### src/rtl/regfile_pkg.sv
// Shared constants and packing helpers for the multi-port register file.
package regfile_pkg;

    localparam int DATA_W_DEF = 32;
    localparam int ADDR_W_DEF = 5;
    localparam int REG_ZERO   = 0;

    // Port idx of a packed bus lives at [sliceLo(idx, width) +: width].
    function automatic int sliceLo(input int idx, input int width);
        return idx * width;
    endfunction

endpackage

### src/rtl/regfile_scoreboard.sv
// Pending-producer scoreboard and write-collision flag for regfile_mp.
module regfile_scoreboard
    import regfile_pkg::*;
#(
    parameter int ADDR_W   = ADDR_W_DEF,
    parameter int NUM_WR   = 2,
    parameter int ZERO_REG = 1
) (
    input  logic                       clk_i,
    input  logic                       reset_i,
    input  logic [NUM_WR-1:0]          wr_en_i,
    input  logic [NUM_WR*ADDR_W-1:0]   wr_addr_i,
    input  logic                       sb_set_i,
    input  logic [ADDR_W-1:0]          sb_addr_i,
    output logic [(2**ADDR_W)-1:0]     busy_o,
    output logic                       wr_conflict_o
);

    localparam int NUM_REGS = 2**ADDR_W;

    logic [NUM_REGS-1:0] busy_q;
    logic [NUM_REGS-1:0] busy_d;
    logic                conflict_q;
    logic                conflict_d;
    logic [ADDR_W-1:0]   wrAddr [NUM_WR];

    always_comb begin
        for (int j = 0; j < NUM_WR; j++) begin
            wrAddr[j] = wr_addr_i[sliceLo(j, ADDR_W) +: ADDR_W];
        end
    end

    // Retiring writes clear first so that a newly issued producer to the same register wins.
    always_comb begin
        busy_d     = busy_q;
        conflict_d = 1'b0;
        for (int j = 0; j < NUM_WR; j++) begin
            if (wr_en_i[j]) begin
                busy_d[wrAddr[j]] = 1'b0;
            end
        end
        if (sb_set_i) begin
            busy_d[sb_addr_i] = 1'b1;
        end
        if (ZERO_REG != 0) begin
            busy_d[REG_ZERO] = 1'b0;
        end
        for (int j = 0; j < NUM_WR; j++) begin
            for (int k = j + 1; k < NUM_WR; k++) begin
                if (wr_en_i[j] && wr_en_i[k] && (wrAddr[j] == wrAddr[k]) &&
                    !((ZERO_REG != 0) && (wrAddr[j] == ADDR_W'(REG_ZERO)))) begin
                    conflict_d = 1'b1;
                end
            end
        end
    end

    always_ff @(posedge clk_i or posedge reset_i) begin
        if (reset_i) begin
            busy_q     <= '0;
            conflict_q <= 1'b0;
        end else begin
            busy_q     <= busy_d;
            conflict_q <= conflict_d;
        end
    end

    assign busy_o        = busy_q;
    assign wr_conflict_o = conflict_q;

endmodule

### src/rtl/regfile_mp.sv
// Multi-port register file with same-cycle bypass, zero register and busy scoreboard.
module regfile_mp
    import regfile_pkg::*;
#(
    parameter int DATA_W   = DATA_W_DEF,
    parameter int ADDR_W   = ADDR_W_DEF,
    parameter int NUM_RD   = 2,
    parameter int NUM_WR   = 2,
    parameter int ZERO_REG = 1,
    parameter int BYPASS   = 1
) (
    input  logic                       clk_i,
    input  logic                       reset_i,
    input  logic [NUM_RD*ADDR_W-1:0]   rd_addr_i,
    output logic [NUM_RD*DATA_W-1:0]   rd_data_o,
    output logic [NUM_RD-1:0]          rd_busy_o,
    input  logic [NUM_WR-1:0]          wr_en_i,
    input  logic [NUM_WR*ADDR_W-1:0]   wr_addr_i,
    input  logic [NUM_WR*DATA_W-1:0]   wr_data_i,
    input  logic                       sb_set_i,
    input  logic [ADDR_W-1:0]          sb_addr_i,
    output logic                       wr_conflict_o
);

    localparam int NUM_REGS = 2**ADDR_W;

    logic [DATA_W-1:0]   mem_q [NUM_REGS];
    logic [DATA_W-1:0]   mem_d [NUM_REGS];
    logic [NUM_REGS-1:0] busy;
    logic [ADDR_W-1:0]   wrAddr [NUM_WR];
    logic [DATA_W-1:0]   wrData [NUM_WR];
    logic [NUM_WR-1:0]   wrLive;
    logic [ADDR_W-1:0]   rdAddr [NUM_RD];
    logic [DATA_W-1:0]   rdVal  [NUM_RD];
    logic [NUM_RD-1:0]   rdBsy;

    regfile_scoreboard #(
        .ADDR_W   (ADDR_W),
        .NUM_WR   (NUM_WR),
        .ZERO_REG (ZERO_REG)
    ) u_scoreboard (
        .clk_i         (clk_i),
        .reset_i       (reset_i),
        .wr_en_i       (wr_en_i),
        .wr_addr_i     (wr_addr_i),
        .sb_set_i      (sb_set_i),
        .sb_addr_i     (sb_addr_i),
        .busy_o        (busy),
        .wr_conflict_o (wr_conflict_o)
    );

    // A write is live only if enabled and not aimed at the hard-wired zero register.
    always_comb begin
        for (int j = 0; j < NUM_WR; j++) begin
            wrAddr[j] = wr_addr_i[sliceLo(j, DATA_W) / DATA_W * ADDR_W +: ADDR_W];
            wrData[j] = wr_data_i[sliceLo(j, DATA_W) +: DATA_W];
            wrLive[j] = wr_en_i[j] &&
                        !((ZERO_REG != 0) && (wrAddr[j] == ADDR_W'(REG_ZERO)));
        end
    end

    always_comb begin
        for (int r = 0; r < NUM_REGS; r++) begin
            mem_d[r] = mem_q[r];
        end
        for (int j = 0; j < NUM_WR; j++) begin
            if (wrLive[j]) begin
                mem_d[wrAddr[j]] = wrData[j];
            end
        end
    end

    always_ff @(posedge clk_i or posedge reset_i) begin
        if (reset_i) begin
            for (int r = 0; r < NUM_REGS; r++) begin
                mem_q[r] <= '0;
            end
        end else begin
            for (int r = 0; r < NUM_REGS; r++) begin
                mem_q[r] <= mem_d[r];
            end
        end
    end

    // Later write ports override earlier ones, matching the storage priority.
    always_comb begin
        rd_data_o = '0;
        rd_busy_o = '0;
        for (int i = 0; i < NUM_RD; i++) begin
            rdAddr[i] = rd_addr_i[sliceLo(i, ADDR_W) +: ADDR_W];
            rdVal[i]  = mem_q[rdAddr[i]];
            rdBsy[i]  = busy[rdAddr[i]];
            if (BYPASS != 0) begin
                for (int j = 0; j < NUM_WR; j++) begin
                    if (wrLive[j] && (wrAddr[j] == rdAddr[i])) begin
                        rdVal[i] = wrData[j];
                        rdBsy[i] = 1'b0;
                    end
                end
            end
            if ((ZERO_REG != 0) && (rdAddr[i] == ADDR_W'(REG_ZERO))) begin
                rdVal[i] = '0;
                rdBsy[i] = 1'b0;
            end
            rd_data_o[sliceLo(i, DATA_W) +: DATA_W] = rdVal[i];
            rd_busy_o[i] = rdBsy[i];
        end
    end

endmodule
### config.mk
export PLATFORM = sky130hd
export DESIGN_NAME = regfile_mp
export DESIGN_NICKNAME = d
export VERILOG_FILES = /design/src/rtl/regfile_pkg.sv /design/src/rtl/regfile_scoreboard.sv /design/src/rtl/regfile_mp.sv
export SDC_FILE = /design/constraint.sdc
export NUM_CORES = 2
export LEC_CHECK = 0
export CAP_MARGIN = 25
export CORE_UTILIZATION = 40
export DETAILED_ROUTE_END_ITERATION = 8
export DONT_BUFFER_PORTS = 1
export HOLD_SLACK_MARGIN = 0.1
export PLACE_DENSITY = 0.54
export SYNTH_ARGS = -nofsm -noshare
export SYNTH_HDL_FRONTEND = slang
export SYNTH_SLANG_ARGS = --single-unit
### constraint.sdc
create_clock -name clk_i -period 40.2 [get_ports clk_i]
set_clock_uncertainty 0.05 [all_clocks]
set_input_delay 6.03 -clock clk_i [delete_from_list [all_inputs] [get_ports clk_i]]
set_output_delay 6.03 -clock clk_i [all_outputs]
set_load 0.05 [all_outputs]
==> results.md <==
* Post-route minimum period at between 15 and 20 ns
* Vias in the first global route at ~53,000
* Worst path most repeated cell: buf_16
* Total CTS buffers at 120
* Critical path type: primary input to primary output
* Clock Latency Late Sink at about 0.8 ns
* Final setup viols at 0
* CP Capture Type: primary output
* Top post-synthesis cells by area: dfrtp_1 39%, mux2i_1 13%, mux4_2 13%
* DP HPWL at 159,000 um
* Via count at 56,014
* Post-synth cell types at 60
* Post-synthesis sequential area ratio at 0.395
* Pins Over Slew Limit at approximately 50
* Routed vias/inst at 6.49
* Type of the most critical hold path: register to register
* Crit-path cells: buf_16, buf_16, buf_16, nor3b_1, buf_4, or2_2, buf_4, o21ai_1
* Worst VDD drop at around 0.037 mV
* Register bit total from synthesis at 1,056
* Clock tree sinks at roughly 1,100
* Post-Layout Cell Count at 8,627
* Met1 GRT Util at 0.446
* Routing usage on met2 at 0.487
* Synth-to-Final Area Change at 7.54%
* Cell family with most CP delay: buffers and inverters
* Quantity of hold-fixing buffers added after cts at 0
* Layout cell share with drive strength beyond 1 at 0.138
* PortBufs at 0
* Max stage delay on crit path at ~0.96 ns
* Worst path slowest cell: o21ai_1
* Post-Synthesis Cell Area at 0.0670 mm2
* Status: finished, violations left
* Die Span Y at 411 um
* Failing checks: max-slew violations
* Grt ovf at 0
* Hold path cells at 0
* Final period util at 0.418
* All-layer global routing usage at 0.329
* Slew HR at -0.110
* Primary FF master, synth: dfrtp_1
* Post-synthesis cell count at ~6,900
* Post-Route WL at about 280,000 um
* First-pass GRT wire length at roughly 400,000 um
* Clk buf depth at 3
* Async S/R FF share, synth at 1.00
* Sequential cell fraction of total power at 0.430
* Routed wire per std cell at 32.8 um
* Startpoint Class: primary input
* CTS clk-pin slew, worst paths at approximately 0.07 ns
* CP Buf/Inv Count at 5
* Post-synth EDFFs at 0
* Layout Nets at between 6,000 and 7,000
* DP Cell Count at ~8,400
* Design Area, Final at 0.0720 mm2
* DRC violations left at 0
* Placement Cell Area at slightly below 0.07 mm2
* Die area at roughly 0.17 mm2
* DRT Pass-1 Iters at 6
* Unrepaired setup endpoints after global routing: false
* Clock share of power at 0.326
* Routed Antenna Nets at 0
* Share of the synthesized area in the top cell type at 0.395
* Met3 Use GR at 0.102
* Core ar. at ~0.17 mm2
* Reg2Reg Depth at 2
* Worst Tran Pin Value at 1.67 ns
* RePlAce Congestion at between 0.8 and 0.9
* Fill cells at 15,661
* Number of I/O pins at 161
* Syn Area/Cell at between 9 and 10 um2
* Internal power at roughly 2.4 mW
* Comb pwr share at 0.244
* Yosys warns at 0
* Rows at 149
* R2R Setup Slk at a little under 40 ns
* Hold Crit Start: mem_q[1023]
* Max-Cap Viols at 0
* Most numerous cell in the Yosys netlist: dfrtp_1
* Largest net degree at the start of global routing at between 300 and 400
* Die width at between 400 and 500 um
* Post-synth top area cell: dfrtp_1
* GR peak layer: met2
* Initial Util at 0.404
* Post-CTS setup buffers at 0
* Reg-to-Reg Start: mem_q[698]
* P_sw at ~1.1 mW
* Final Hold Viols at 0
* Starting DRC count in detailed routing at 7,788
* Crit Path Max Fanout at approximately 110
* CP required at 34.12 ns
* Setup_tns at 0 ns
* WP data arrival at between 10 and 15 ns
* Power Total at 3.58 mW
* Initial antenna violation count at 9
* Pleak at around 29 nW
* H-tree depth at 3
* Cts repair resizes at 0
* Crit path from: rd_addr_i[5]
* Top cells by count, synth: 1,056 x dfrtp_1, 1,047 x a21oi_1, 904 x nor2_1
* Syn_nets at between 7,000 and 8,000
* Power Density at a little under 50 mW/mm2
* Switching share of power at 0.317
* CTS tree: yes
* Levels on crit path at 8
* Fmax at a little under 60 MHz
* Clk root buf: clkbuf_16
## kinds of logic after synthesis
group	synth area share
AO/OA/AOI/OAI	0.161
AND/OR/NAND/NOR	0.106
multiplexers	0.275
flip-flops	0.395
buffers and inverters	0.0603
XOR/XNOR	0.00327
## power by group through the flow
stage	sequential, mW	clock, mW	combinational (mW)
finish	1.54	1.17	0.872
global route	1.57	1.22	0.939
CTS	1.53	1.18	0.850
detailed placement	1.55	0	0.851
global placement	1.53	0	0.832
floorplan	1.49	0	0.717
## sequential cells by signal, summed over array words and instances (netlist names)
signal	count
mem_q	1024
u_scoreboard.busy_o	31
u_scoreboard.wr_conflict_o	1
## layout by cell type, fill, tap and decap left out, types with 33 or more instances in the layout
cell type	netlist	routed
dfrtp_1	1056	1056
a21oi_1	1047	1047
nor2_1	904	889
mux2i_1	849	849
nand2_1	567	539
o21ai_0	432	432
mux4_2	372	372
buf_4	42	126
clkbuf_16	0	120
o221ai_1	91	86
nor4_1	67	67
a211o_1	63	63
mux2_2	61	61
a22oi_1	60	60
nand3_1	60	58
a22o_1	44	44
nor3_1	40	39
clkbuf_8	0	39
inv_1	36	35
mux4_1	33	33
## layer usage
| layer | vias up | share of wire | routed length [um] |
|---|---|---|---|
| li1 | 23924 | - | - |
| met1 | 27944 | 0.40 | 113000 |
| met2 | 3457 | 0.43 | 122000 |
| met3 | 685 | 0.12 | 34000 |
| met4 | 4 | 0.048 | 13700 |
| met5 | - | 0.00011 | 30 |
## cell type report
class / count / area, um2 / share of cell area
Antenna cell: 1 / 2.50 / 0.0000347
Clock buffer: 175 / 3590 / 0.0498
Clock inverter: 44 / 520 / 0.00723
Inverter: 36 / 143 / 0.00198
Multi-Input combinational cell: 4968 / 37000 / 0.514
Sequential cell: 1056 / 26400 / 0.367
Tap cell: 2189 / 2740 / 0.0380
Timing Repair Buffer: 158 / 1590 / 0.0221
## worst paths after layout
path                                 endpoint
worst max-delay path            rd_data_o[57]
worst min-delay path              mem_q[1023]
worst max register to register     mem_q[698]
worst min register to register    mem_q[1023]
max in group asynchronous          mem_q[542]
min in group asynchronous          mem_q[164]
## stage by stage
stage	hold WS [ns]	utilization	worst slack (ns)
after global routing	0.352	0.435	23.33
after global placement	0.313	0.407	24.78
after floorplan	0.375	-	4.40
after CTS	0.333	0.433	24.71
final	0.338	0.435	23.40
after detailed placement	0.319	0.409	24.71
## worst register-to-register path, delay by kind of cell, from the launching register on
kind            cells  cell delay, ns
compound gates      2            0.25
flops               1            0.41
Power figures use the tool's default switching activity.
